## src/rtl/ws2812_encoder_if.sv

```systemverilog
// Byte stream into the WS2812 encoder. A byte moves on a rising clock edge
// where data_valid and data_ready are both high.
interface ws2812_encoder_if;
    logic [7:0] data_in;
    logic       data_valid;
    logic       data_ready;

    modport master (output data_in, output data_valid, input data_ready);
    modport slave  (input data_in, input data_valid, output data_ready);
endinterface

```

## src/rtl/ws2812_encoder.sv

```systemverilog
// WS2812 one-wire encoder: serialises pixel bytes MSB first onto a strip data
// line. A one-byte holding register keeps back-to-back bytes gap-free, and a
// frame_end pulse latches the strip once queued data has drained.
// Optional build macro WS2812_OUT_INVERT_EN drives the line inverted (idle
// high) for inverting line drivers. Internal timing is unchanged.
module ws2812_encoder #(
    parameter int T0H_CYCLES   = 20,
    parameter int T1H_CYCLES   = 40,
    parameter int BIT_CYCLES   = 62,
    parameter int LATCH_CYCLES = 2600,
    parameter int CNT_W        = 16
) (
    input  logic            clk,
    input  logic            reset,
    ws2812_encoder_if.slave in_if,
    input  logic            frame_end,
    input  logic            clr_underrun,
    output logic            led_out,
    output logic            busy,
    output logic            underrun
);

`ifdef WS2812_OUT_INVERT_EN
    localparam logic LINE_INV = 1'b1;
`else
    localparam logic LINE_INV = 1'b0;
`endif

    // Terminal counts: each phase lasts (last + 1) cycles.
    localparam logic [CNT_W-1:0] T0H_LAST   = CNT_W'(T0H_CYCLES - 1);
    localparam logic [CNT_W-1:0] T1H_LAST   = CNT_W'(T1H_CYCLES - 1);
    localparam logic [CNT_W-1:0] T0L_LAST   = CNT_W'(BIT_CYCLES - T0H_CYCLES - 1);
    localparam logic [CNT_W-1:0] T1L_LAST   = CNT_W'(BIT_CYCLES - T1H_CYCLES - 1);
    localparam logic [CNT_W-1:0] LATCH_LAST = CNT_W'(LATCH_CYCLES - 1);

    typedef enum logic [1:0] {ST_IDLE, ST_HIGH, ST_LOW, ST_LATCH} state_e;

    state_e           state_q, state_d;
    logic [CNT_W-1:0] cnt_q, cnt_d;
    logic [2:0]       idx_q, idx_d;
    logic [7:0]       shift_q, shift_d;
    logic [7:0]       hold_q, hold_d;
    logic             hold_full_q, hold_full_d;
    logic             frame_pend_q, frame_pend_d;
    logic             underrun_q, underrun_d;
    logic             led_q, led_d;
    logic             ready_q, ready_d;
    logic             busy_q, busy_d;

    logic             accept;
    logic             high_last;
    logic             low_last;
    logic             line;
    logic             set_underrun;

    assign accept    = in_if.data_valid & ready_q;
    assign high_last = shift_q[7] ? (cnt_q == T1H_LAST) : (cnt_q == T0H_LAST);
    assign low_last  = shift_q[7] ? (cnt_q == T1L_LAST) : (cnt_q == T0L_LAST);

    // Next-state, datapath and output decode for the bit-timing FSM.
    always_comb begin
        // NOTE: every signal gets a default before any branch, so no path leaves
        // a value unassigned and no latch is inferred.
        state_d      = state_q;
        cnt_d        = cnt_q + 1'b1;
        idx_d        = idx_q;
        shift_d      = shift_q;
        hold_d       = hold_q;
        hold_full_d  = hold_full_q;
        frame_pend_d = frame_pend_q | frame_end;
        set_underrun = 1'b0;
        line         = 1'b0;

        // Accept is legal in every state; it never coincides with a reload
        // because ready is only high while the holding register is empty.
        if (accept) begin
            hold_d      = in_if.data_in;
            hold_full_d = 1'b1;
        end

        unique case (state_q)
            ST_IDLE: begin
                cnt_d = '0;
                if (hold_full_q) begin
                    shift_d     = hold_q;
                    hold_full_d = 1'b0;
                    idx_d       = 3'd7;
                    state_d     = ST_HIGH;
                    line        = 1'b1;
                end else if (frame_pend_q) begin
                    frame_pend_d = 1'b0;
                    state_d      = ST_LATCH;
                end
            end

            ST_HIGH: begin
                line = 1'b1;
                if (high_last) begin
                    cnt_d   = '0;
                    state_d = ST_LOW;
                    line    = 1'b0;
                end
            end

            ST_LOW: begin
                if (low_last) begin
                    cnt_d = '0;
                    if (idx_q != 3'd0) begin
                        shift_d = {shift_q[6:0], 1'b0};
                        idx_d   = idx_q - 3'd1;
                        state_d = ST_HIGH;
                        line    = 1'b1;
                    end else if (hold_full_q) begin
                        // Reload with no gap: next rise lands one bit period on.
                        shift_d     = hold_q;
                        hold_full_d = 1'b0;
                        idx_d       = 3'd7;
                        state_d     = ST_HIGH;
                        line        = 1'b1;
                    end else if (frame_pend_q) begin
                        frame_pend_d = 1'b0;
                        state_d      = ST_LATCH;
                    end else begin
                        set_underrun = 1'b1;
                        frame_pend_d = 1'b0;
                        state_d      = ST_LATCH;
                    end
                end
            end

            ST_LATCH: begin
                if (cnt_q == LATCH_LAST) begin
                    cnt_d   = '0;
                    state_d = ST_IDLE;
                end
            end

            default: begin
                cnt_d   = '0;
                state_d = ST_IDLE;
            end
        endcase

        // A new underrun wins over a simultaneous clear.
        underrun_d = (underrun_q & ~clr_underrun) | set_underrun;
        led_d      = line ^ LINE_INV;
        ready_d    = ~hold_full_d;
        busy_d     = (state_d != ST_IDLE);
    end

    // State and registered outputs, with synchronous active-low reset.
    always_ff @(posedge clk) begin
        // NOTE: non-blocking assignments so every flop samples pre-edge values.
        if (!reset) begin
            state_q      <= ST_IDLE;
            cnt_q        <= '0;
            idx_q        <= '0;
            shift_q      <= '0;
            hold_q       <= '0;
            hold_full_q  <= 1'b0;
            frame_pend_q <= 1'b0;
            underrun_q   <= 1'b0;
            led_q        <= LINE_INV;
            ready_q      <= 1'b0;
            busy_q       <= 1'b0;
        end else begin
            state_q      <= state_d;
            cnt_q        <= cnt_d;
            idx_q        <= idx_d;
            shift_q      <= shift_d;
            hold_q       <= hold_d;
            hold_full_q  <= hold_full_d;
            frame_pend_q <= frame_pend_d;
            underrun_q   <= underrun_d;
            led_q        <= led_d;
            ready_q      <= ready_d;
            busy_q       <= busy_d;
        end
    end

    assign in_if.data_ready = ready_q;
    assign led_out          = led_q;
    assign busy             = busy_q;
    assign underrun         = underrun_q;

endmodule

```

## src/flat_wrapper.sv

```systemverilog
// flat-port wrapper written by rule: the top's interface ports become plain ports
module ws2812_encoder_flat 
#(
    parameter int T0H_CYCLES   = 20,
    parameter int T1H_CYCLES   = 40,
    parameter int BIT_CYCLES   = 62,
    parameter int LATCH_CYCLES = 2600,
    parameter int CNT_W        = 16
)
  (clk, reset, frame_end, clr_underrun, led_out, busy, underrun, in_if_data_in, in_if_data_valid, in_if_data_ready);
  ws2812_encoder_if in_if_i ();
  input  logic clk;
  input  logic reset;
  input  logic frame_end;
  input  logic clr_underrun;
  output logic led_out;
  output logic busy;
  output logic underrun;
  input wire logic [$bits(in_if_i.data_in)-1:0] in_if_data_in;
  input wire logic [$bits(in_if_i.data_valid)-1:0] in_if_data_valid;
  output wire logic [$bits(in_if_i.data_ready)-1:0] in_if_data_ready;
  assign in_if_i.data_in = in_if_data_in;
  assign in_if_i.data_valid = in_if_data_valid;
  assign in_if_data_ready = in_if_i.data_ready;
  ws2812_encoder #(.T0H_CYCLES(T0H_CYCLES), .T1H_CYCLES(T1H_CYCLES), .BIT_CYCLES(BIT_CYCLES), .LATCH_CYCLES(LATCH_CYCLES), .CNT_W(CNT_W)) u_core (.clk(clk), .reset(reset), .in_if(in_if_i), .frame_end(frame_end), .clr_underrun(clr_underrun), .led_out(led_out), .busy(busy), .underrun(underrun));
endmodule
```

## config.mk

```make
export PLATFORM = sky130hd
export DESIGN_NAME = ws2812_encoder_flat
export DESIGN_NICKNAME = d
export VERILOG_FILES = /design/src/rtl/ws2812_encoder_if.sv /design/src/rtl/ws2812_encoder.sv /design/src/flat_wrapper.sv
export SDC_FILE = /design/constraint.sdc
export NUM_CORES = 1
export LEC_CHECK = 0
export ABC_AREA = 1
export CORE_MARGIN = 2
export CORE_UTILIZATION = 35
export CTS_CLUSTER_SIZE = 10
export DETAILED_ROUTE_END_ITERATION = 7
export GPL_ROUTABILITY_DRIVEN = 1
export PLACE_DENSITY = 0.56
export RECOVER_POWER = 100
export SYNTH_ARGS = -nofsm -noshare
export SYNTH_HDL_FRONTEND = slang
export SYNTH_SLANG_ARGS = --single-unit
```

## constraint.sdc

```tcl
create_clock -name clk -period 1.61 [get_ports clk]
set_input_delay 0.322 -clock clk [delete_from_list [all_inputs] [get_ports clk]]
set_output_delay 0.322 -clock clk [all_outputs]
set_load 0.01 [all_outputs]
```

Word-level counts from Yosys, hierarchy flattened
Index checks and enable logic that the tools add are counted.
- register bits: 43
- input port bits: 13
- output and inout port bits: 4
- word-level logic and storage cells: 76
- bitwise logic cells: 6
- equal/unequal tests: 9
- muxes and demuxes: 43
- reduce and logical (&&, ||, !) cells: 5
- add/sub/neg operators: 2
- operators by type and width (kind ; number):
    $pmux W16 S4 ; 1
    $mux W16 ; 3
    $eq A16 B5 Y1 const B ; 2
    $eq A16 B6 Y1 const B ; 2
    $mux W8 ; 3
    $mux W1 ; 20
    $add A16 B1 Y16 const B ; 1
    $eq A16 B12 Y1 const B ; 1
    $pmux W8 S2 ; 1
    $mux W2 ; 7
    $mux W3 ; 3
    $pmux W2 S4 ; 1
    $pmux W3 S2 ; 1
    $eq A2 B2 Y1 const B ; 2
    $pmux W1 S2 ; 2
    $reduce_bool A2 Y1 ; 2
    $pmux W1 S3 ; 1
    $reduce_bool A3 Y1 ; 1
    $sub A3 B1 Y3 const B ; 1
    $and A1 B1 Y1 ; 2
    $eq A2 B1 Y1 const B ; 1
    $logic_not A2 Y1 ; 1
    $ne A2 B1 Y1 const B ; 1
    $not A1 Y1 ; 2
    2 further kinds ; 3

Longest topological paths before layout
Gate-level depths: netlist of the first run.
- depth after elaboration: 7
- depth in mapped cells: 12
- depth with buffers taken out: 11

Least setup slack after synthesis of the first run
OpenSTA, ideal clock, no wires.
- kind: reg2reg
- from: reg u_core.cnt_q[0]
- to: reg u_core.cnt_q[15]
- setup time: 117 ps
- buffers on the path: 1
- period minus slack after synthesis: 1501 ps
- cell stages (with the launch flop): 12
- path slack: 109 ps
- arrival time: 1384 ps
- cells stage by stage: dfxtp_1 > ha_1 > nand2_1 > inv_1 > nand2_1 > nor2_1 > nand3_1 > nand2_1 > nand3_2 > nand2_2 > buf_6 > nor2_2
- cells in the longest elaborated chain, start to end: 4
- elaborated cells on any way between the ends: 12
- classes of those cells: add/sub: 1; eq/ne: 5; mux: 6
- RTL lines (item ; RTL line ; source):
    start, declared ; ws2812_encoder.sv:39 ; logic [CNT_W-1:0] cnt_q, cnt_d;
    start signal, assigned ; ws2812_encoder.sv:168 ; cnt_q <= cnt_d;
    branches (longest 3 deep; another with $add A16 B1 Y16) ; n/a ;
    $pmux W16 S4 (*) ; ws2812_encoder.sv:81 ; unique case (state_q)
Mark *: on every way between the ends.
A chain may end at the register's enable or synchronous reset.

Worst setup path in the final report of the first run
- from: reg u_core.cnt_q[1]
- to: reg u_core.cnt_q[4]
Same word-level chain as after synthesis.

==> results of run 1 <==
==> worst min-delay path, stage by stage, from the launching register on <==
cell and delay, ns:
dfxtp_1 0.32, nand2_1 0.06, a21oi_1 0.06
==> layout make-up <==
type	instances	area, um^2	share of cell area (%)
Multi-Input combinational cell	279	1420	45.84
Clock buffer	6	72.57	2.342
Sequential cell	43	878.3	28.35
Inverter	47	181.4	5.856
Tap cell	80	100.1	3.231
Timing Repair Buffer	42	385.4	12.44
Clock inverter	2	60.06	1.939
==> routing by layer <==
layer	up-vias	part of all wire (%)	global-route usage [%]	routed length [um]
met2	27	48	25.34	2739
met1	1060	49	19.55	2801
met4	0	0.96	4.196	55
li1	1254	-	-	-
met5	-	0	0	0
met3	4	2.2	3.128	126
==> power breakdown <==
part	leakage [uW]	switching [uW]	total, uW	internal (uW)
Clock	0.0000654	388	1010	620
Combinational	0.000842	769	1240	476
Sequential	0.000355	90.1	1270	1180
Total	0.00126	1250	3520	2270
==> cells in the mapped netlist, drive strengths merged <==
library cell	n	area, um^2
nor3	4	20.02
dfxtp	43	860.8
clkinv	1	3.750
nor2	65	291.5
inv	46	175.2
or2	1	6.260
ha	4	50.05
nand2	114	435.4
xnor2	3	26.28
o21ai	36	180.2
a21boi	1	7.510
a31oi	2	12.51
a21oi	15	75.07
xor2	8	70.07
nand4	2	12.51
buf	8	58.80
nand3b	1	7.510
clkbuf	2	7.510
nand3	22	120.1
a22oi	1	7.510
==> kinds of logic after synthesis <==
logic type	after synthesis	synth area share, %
simple gates	209	36.79
buf+inv	57	10.10
compound gates	55	11.64
flops	43	35.45
xor+xnor	11	3.967
fa+ha+maj	4	2.061
==> per-stage QoR <==
step / util, % / cells / hold slack, ns
after floorplan: - / 379 / 0.4424
after global placement: 41.22 / 485 / 0.4528
after detailed placement: 41.22 / 485 / 0.4580
after CTS: 43.22 / 493 / 0.4695
after global routing: 45.85 / 499 / 0.4831
final: 45.85 / 499 / 0.4685
==> path summary, 6_finish.rpt <==
kind,start,to
setup reg to reg,u_core.cnt_q[1],u_core.cnt_q[4]
setup / recovery,u_core.cnt_q[1],u_core.cnt_q[4]
hold reg to reg,u_core.underrun,u_core.underrun
hold / removal,u_core.underrun,u_core.underrun
==> registers in the layout, indices dropped and copies added, names as in the netlist <==
name                     cells
u_core.cnt_q                16
u_core.hold_q                8
u_core.shift_q               8
u_core.idx_q                 3
u_core.state_q               2
u_core.busy                  1
u_core.frame_pend_q          1
u_core.hold_full_q           1
u_core.in_if.data_ready      1
u_core.led_out               1
u_core.underrun              1
==> layout by cell type, fill, tap and decap left out, types with 5 or more instances in the layout <==
master and n:
nor2_1 44, xor2_1 8, buf_4 22, inv_2 8, dfxtp_1 35, nand2_1 102
a21oi_1 13, clkdlybuf4s50_1 15, nor2_2 17, nand2_2 11, nand3_1 19, o21ai_0 32
inv_1 36, clkbuf_8 5, dfxtp_2 5
==> what timing repair did <==
item                                    in CTS  in global routing
resized for setup                            1                 45
setup buffers                                0                  5
endpoints found under the setup margin       7                 29
pin swaps                                    0                 10
cloned                                       0                  1
==> flow_summary.json, run 1 <==
{
  "r2r_cells": 12,
  "cts.clk_slew.worst_paths_ns": 0.09,
  "dp_hpwl_um": 4102,
  "rows": 30,
  "clock_sinks": 43,
  "nNetsFinal": 435,
  "drc": 0,
  "grt_pass1_wl_um": 9335,
  "start_util_pct": 35.94,
  "path_buf_inv": 3,
  "synth.net_count": 396,
  "cp-start-kind": "register",
  "first_pass_iters": 4,
  "fin_worst_skew_ns": 0.009118,
  "synth_seq_cells": 43,
  "grt_usage_pct": 15.11,
  "die_h_um": 87.30,
  "cts_buffer_depth": 2,
  "relSlewSlack_pct": 80.86,
  "max_freq_ghz": 0.6501,
  "rsz0062_at_grt": "yes",
  "path_depth": 12,
  "finalSetupTns_ns": 0,
  "first_global_vias": 2078,
  "placed_area_mm2": 0.002785,
  "irDropWorstVdd_mv": 0.5288,
  "first_iter_violations": 54,
  "required_ns": 1.80,
  "final_cell_area_mm2": 0.003098,
  "crit_path_frequent_cell": "nand2_2",
  "crit_arrival_ns": 1.73,
  "fillers": 713,
  "crit_chain": "inv_4, ha_4, inv_2, nor2_4, nand2_2, nor2_4, nand2_2, nand2_2, nand3_4, nand2_4, clkbuf_16, nor2_2",
  "cts_buffers": 5,
  "worst_slack_ns": 0.07169,
  "clk_latency_ns": 0.30,
  "synth_area_mm2": 0.002429,
  "cp_top_family": "simple AND/OR/NAND/NOR gates",
  "cellLeakagePower_uw": 0.001262,
  "pre_cts_ws_ns": 0.006177,
  "reg2reg_slack_ns": 0.07,
  "antenna_found_initial": 0,
  "drive_above_1_share_pct": 21.72,
  "outcome": "finished, final reports clean",
  "ys_seq_area_share_pct": 35.45,
  "min_period_ns": 1.538,
  "power_uw": 3519,
  "antenna_cells": 0,
  "grt_max_degree": 18,
  "io_buffers": 16,
  "dieArea_mm2": 0.007621,
  "fin_crit_sh_pct": 95.55,
  "cp_max_fo": 7,
  "io_pins": 17,
  "slew_viol_final": 0,
  "max_stage_delay_ns": 0.37,
  "cts_tree": "built",
  "yosys_warnings": 0,
  "path_class": "register to register",
  "drtAntennaViolNets": 0,
  "synth.distinct_cells": 28,
  "synthCells": 379,
  "crit_path_top_delay_cell": "dfxtp_4",
  "grt-ovfl-total": 0,
  "cts_root_buf": "clkbuf_8",
  "endpoint_kind": "register",
  "hold_depth": 2,
  "avgRoutedWirePerCell_um": 11.47,
  "area_growth_pct": 27.56,
  "hold_buffers": 0,
  "dr_total_vias": 2345,
  "p_per_area_mw_per_mm2": 1136,
  "gp_congestion": 0.8071,
  "syn-mean-instance-area_um2": 6.408,
  "core_mm2": 0.006756,
  "min-delay-path-class": "register to register",
  "drt-total-wl_um": 5723,
  "h-tree-depth": 2,
  "setup_violations": 0,
  "tightest_slew_ns": 0.2861,
  "die_w_um": 87.30,
  "final_hold_viol_count": 0,
  "maxCapViolCount": 0,
  "viasPerCell": 4.699
}
Power figures use the tool's default switching activity.
==> run 2, diff against run 1 <==
PLACE_DENSITY = default   (was 0.56)
RECOVER_POWER = 25   (was 100)
==> flow_summary.json, run 2 (synthesized netlist as in run 1, its figures left out) <==
{
  "cellLeakagePower_uw": 0.001226,
  "startpoint": "u_core.cnt_q[0]",
  "area_growth_pct": 24.57,
  "slew_viol_final": 0,
  "endpoint_kind": "register",
  "crit_chain": "ha_4, nand2_2, inv_1, nand2_1, nor2_1, nand3_1, nand2_2, nand3_2, nand2_4, clkbuf_16, nor2_2",
  "reg2reg_slack_ns": 0.07,
  "io_buffers": 16,
  "dp_hpwl_um": 4208,
  "first_iter_violations": 134,
  "crit_arrival_ns": 1.74,
  "mostFrequentLayoutCell": "nand2_1",
  "crit_path_top_delay_cell": "dfxtp_4",
  "antenna_found_initial": 0,
  "largest_register_ff_count": 16,
  "relSlewSlack_pct": 77.42,
  "dieArea_mm2": 0.007621,
  "hold_buffers": 0,
  "nNetsFinal": 435,
  "cts_buffer_depth": 2,
  "tightest_slew_ns": 0.3387,
  "start_util_pct": 35.94,
  "max_freq_ghz": 0.6485,
  "io_pins": 17,
  "fin_crit_sh_pct": 95.78,
  "fin_util_pct": 44.78,
  "grt-ovfl-total": 0,
  "cp_top_family": "simple AND/OR/NAND/NOR gates",
  "top_regs": "u_core.cnt_q: 16 flops, u_core.hold_q: 8 flops, u_core.shift_q: 8 flops",
  "first_global_vias": 2119,
  "gp_congestion": 0.8641,
  "avgRoutedWirePerCell_um": 11.66,
  "drt-total-wl_um": 5818,
  "min-delay-path-class": "register to register",
  "cts_root_buf": "clkbuf_8",
  "rows": 30,
  "fillers": 710,
  "max_stage_delay_ns": 0.39,
  "cp-start-kind": "register",
  "fin_worst_skew_ns": 0.01145,
  "regMostFlops": "u_core.cnt_q",
  "path_buf_inv": 2,
  "dr_total_vias": 2392,
  "grt_usage_pct": 15.71,
  "h-tree-depth": 2,
  "final_cell_mix": "nand2_1 (105), nor2_1 (44), inv_1 (38)",
  "r2r_cells": 11,
  "maxCapViolCount": 0,
  "final_hold_viol_count": 0,
  "crit_path_frequent_cell": "nand2_2",
  "crit_end": "u_core.cnt_q[15]",
  "path_class": "register to register",
  "antenna_cells": 0,
  "cts.clk_slew.worst_paths_ns": 0.09,
  "r2r_end": "u_core.cnt_q[15]",
  "clock_sinks": 43,
  "path_depth": 11,
  "required_ns": 1.81,
  "drtAntennaViolNets": 0,
  "min_period_ns": 1.542,
  "die_h_um": 87.30,
  "core_mm2": 0.006756,
  "final_cell_area_mm2": 0.003025,
  "cts_buffers": 5,
  "drc": 0,
  "placed_area_mm2": 0.002793,
  "clk_latency_ns": 0.31,
  "cp_max_fo": 7,
  "die_w_um": 87.30,
  "r2r-start": "u_core.cnt_q[0]",
  "finalSetupTns_ns": 0,
  "outcome": "finished, final reports clean",
  "setup_violations": 0,
  "irDropWorstVdd_mv": 0.6836,
  "drive_above_1_share_pct": 20.29,
  "cts_tree": "built",
  "rsz0062_at_grt": "yes",
  "grt_max_degree": 19,
  "first_pass_iters": 4,
  "grt_pass1_wl_um": 9528,
  "viasPerCell": 4.794,
  "p_per_area_mw_per_mm2": 1064
}
[run 2: changes by cell type in the layout (fill, tap and decap cells not counted), sizes merged]
| cell | delta |
|---|---|
| bufinv | -2 |
| clkinv | +1 |
| clkinvlp | +1 |
[run 2: repair_timing]
item,4_1_cts,5_1_grt
resized for setup,0,42
setup buffers,0,3
setup endpoints to repair,0,28
[run 2: routing by layer]
metal  track usage [%]  routed length, um
met5                 0                  0
met4             5.455                108
met1             20.79               2890
met3             2.844                202
met2             25.62               2617
[run 2: report_power, final]
group          switching, uW  total (uW)  internal [uW]
combinational            794        1270            478
sequential              76.9        1250           1180
clock                    390         694            304
total                   1260        3220           1960
[run 2: how the worst min path moves through the flow]
| stage | from | to | slack (ns) | depth (start not counted) |
|---|---|---|---|---|
| 6_report | u_core.underrun | u_core.underrun | 0.48 | 2 |
| 5_1_grt | u_core.shift_q[6] | u_core.shift_q[6] | 0.52 | 2 |
| 4_1_cts | u_core.underrun | u_core.underrun | 0.48 | 2 |
| 3_5_place_dp | u_core.underrun | u_core.underrun | 0.46 | 2 |
| 3_3_place_gp | u_core.underrun | u_core.underrun | 0.46 | 2 |
| 2_1_floorplan | u_core.cnt_q[0] | u_core.cnt_q[0] | 0.44 | 1 |
[run 2: worst reg2reg max path: cells and delay by family, from the launching register on]
family | cells | cell delay [ns]
DFF | 1 | 0.39
buffers and inverters | 2 | 0.22
and+or+nand+nor | 8 | 0.66
adders and majority gates | 1 | 0.15
[run 2: cell type report]
type | count | area, um^2 | share of cell area [%]
timing repair buffer | 42 | 382.9 | 12.66
clock buffer | 6 | 72.57 | 2.399
tap | 80 | 100.1 | 3.309
sequential | 43 | 875.8 | 28.95
multi-input combinational | 279 | 1403 | 46.36
clock inverter | 2 | 12.51 | 0.4136
inverter | 47 | 178.9 | 5.914
[run 2: stage by stage]
stage | total power [uW] | hold slack, ns | setup WS [ns] | cells
2_1_floorplan | 1973 | 0.4424 | 0.1093 | 379
3_3_place_gp | 2361 | 0.4623 | 0.09393 | 486
3_5_place_dp | 2382 | 0.4640 | 0.06493 | 486
4_1_cts | 3089 | 0.4792 | 0.02618 | 494
5_1_grt | 3461 | 0.5187 | -0.05199 | 499
6_report | 3220 | 0.4776 | 0.06799 | 499
==> run 3, diff against run 2 <==
CORE_ASPECT_RATIO = 0.75   (was default)
GPL_TIMING_DRIVEN = 1   (was default)
==> flow_summary.json, run 3 (synthesized netlist as in run 1, its figures left out) <==
{
  "outcome": "finished, final reports clean",
  "fillers": 709,
  "power_uw": 3295,
  "tightest_slew_ns": 0.3391,
  "first_global_vias": 2134,
  "startpoint": "u_core.cnt_q[1]",
  "crit_arrival_ns": 1.76,
  "setup_violations": 0,
  "gp_congestion": 0.8397,
  "dr_total_vias": 2293,
  "path_depth": 12,
  "fin_worst_skew_ns": 0.005190,
  "cellLeakagePower_uw": 0.001233,
  "largest_register_ff_count": 16,
  "grt_max_degree": 15,
  "cts_root_buf": "clkbuf_8",
  "cp-start-kind": "register",
  "fin_crit_sh_pct": 97.70,
  "maxCapViolCount": 0,
  "endpoint_kind": "register",
  "area_growth_pct": 24.47,
  "placedCellCount": 490,
  "die_w_um": 100.2,
  "timing.hold.ws_ns": 0.4726,
  "rows": 26,
  "die_h_um": 76.14,
  "worst_slack_ns": 0.03705,
  "rsz0062_at_grt": "yes",
  "irDropWorstVdd_mv": 0.6165,
  "relSlewSlack_pct": 77.37,
  "final_hold_viol_count": 0,
  "regMostFlops": "u_core.cnt_q",
  "required_ns": 1.80,
  "grt_pass1_wl_um": 9763,
  "path_buf_inv": 3,
  "h-tree-depth": 2,
  "avgRoutedWirePerCell_um": 11.61,
  "clk_latency_ns": 0.30,
  "final_cell_area_mm2": 0.003023,
  "p_per_area_mw_per_mm2": 1090,
  "min-delay-path-class": "register to register",
  "crit_path_frequent_cell": "nand2_2",
  "io_buffers": 16,
  "max_freq_ghz": 0.6357,
  "nNetsFinal": 434,
  "clock_sinks": 43,
  "final_cell_mix": "nand2_1 (107), nor2_1 (45), inv_1 (40)",
  "grt-ovfl-total": 0,
  "crit_chain": "inv_4, ha_4, inv_1, nor2_1, nand2_1, nor2_4, nand2_2, nand2_2, nand3_2, nand2_4, clkbuf_16, nor2_2",
  "r2r-start": "u_core.cnt_q[1]",
  "drt-total-wl_um": 5829,
  "r2r_end": "u_core.cnt_q[14]",
  "placed_area_mm2": 0.002798,
  "first_pass_iters": 4,
  "min_period_ns": 1.573,
  "io_pins": 17,
  "crit_path_top_delay_cell": "dfxtp_4",
  "top_regs": "u_core.cnt_q: 16 flops, u_core.hold_q: 8 flops, u_core.shift_q: 8 flops",
  "cts_buffers": 5,
  "dp_hpwl_um": 4319,
  "dieArea_mm2": 0.007628,
  "mostFrequentLayoutCell": "nand2_1",
  "drive_above_1_share_pct": 18.18,
  "path_class": "register to register",
  "crit_end": "u_core.cnt_q[14]",
  "first_iter_violations": 103,
  "cts.clk_slew.worst_paths_ns": 0.08,
  "pre_cts_ws_ns": -0.01565,
  "cp_max_fo": 7,
  "cp_top_family": "simple AND/OR/NAND/NOR gates",
  "antenna_cells": 0,
  "grt_usage_pct": 15.74,
  "hold_buffers": 0,
  "core_mm2": 0.006766,
  "max_stage_delay_ns": 0.37,
  "fin_cells": 502,
  "reg2reg_slack_ns": 0.04,
  "r2r_cells": 12,
  "cts_tree": "built",
  "start_util_pct": 35.89,
  "slew_viol_final": 0,
  "drc": 0,
  "drtAntennaViolNets": 0,
  "antenna_found_initial": 0,
  "cts_buffer_depth": 2,
  "viasPerCell": 4.568
}
==> run 3: changes by cell type in the layout (fill, tap and decap cells not counted), moves of 2 or more <==
cell	delta
clkbuf_8	+2
inv_2	-3
dfxtp_2	-2
dfxtp_1	+2
nand2_1	+2
inv_1	+2
nand2_2	-3
==> run 3: report_power, final <==
| group | leakage, uW | switching [uW] | internal [uW] |
|---|---|---|---|
| sequential | 0.000353 | 79.9 | 1180 |
| combinational | 0.000828 | 778 | 505 |
| clock | 0.0000515 | 363 | 392 |
| total | 0.00123 | 1220 | 2070 |
==> run 3: how the worst min path moves through the flow <==
stage                                start          endpoint  slack [ns]  depth (start not counted)
after floorplan            u_core.cnt_q[0]   u_core.cnt_q[0]        0.44                          1
after global placement     u_core.underrun   u_core.underrun        0.46                          2
after detailed placement   u_core.underrun   u_core.underrun        0.46                          2
after CTS                  u_core.underrun   u_core.underrun        0.47                          2
after global routing      u_core.hold_q[6]  u_core.hold_q[6]        0.52                          2
final                      u_core.underrun   u_core.underrun        0.47                          2
==> run 3: routing by layer <==
layer  track usage (%)  vias up  wire length (um)
li1                  -     1253                 -
met4             4.658        0                78
met5                 0        -                 0
met1             24.31      993              3154
met3             3.028        6               272
met2             21.81       41              2324
==> run 3: through the flow <==
stage	setup TNS (ns)	util, %
3_5_place_dp	-0.02335	41.35
3_3_place_gp	-0.02892	41.35
2_1_floorplan	0	-
5_1_grt	-1.272	44.67
4_1_cts	0	42.83
6_report	0	44.67
==> run 3: worst register-to-register path: cells and delay by family (launching register included) <==
| kind | cells | cell delay (ns) |
|---|---|---|
| adder cells (fa/ha/maj) | 1 | 0.11 |
| buffers and inverters | 3 | 0.24 |
| flip-flops | 1 | 0.37 |
| AND/OR/NAND/NOR | 8 | 0.75 |
==> run 3: cell type report <==
cell class	instances	area (um^2)	share of cell area, %
multi-input cells	279	1389	45.94
flip-flops and latches	43	873.3	28.89
repair buffers	41	374.1	12.38
inverters	47	181.4	6.002
well taps	84	105.1	3.477
clock buffers	8	100.1	3.311
==> run 3: repair_timing <==
action | in CTS | in global routing
endpoints found under the setup margin | 2 | 25
buffers inserted | 0 | 3
cloned | 0 | 1
resized for setup | 1 | 32
pin swaps | 0 | 8
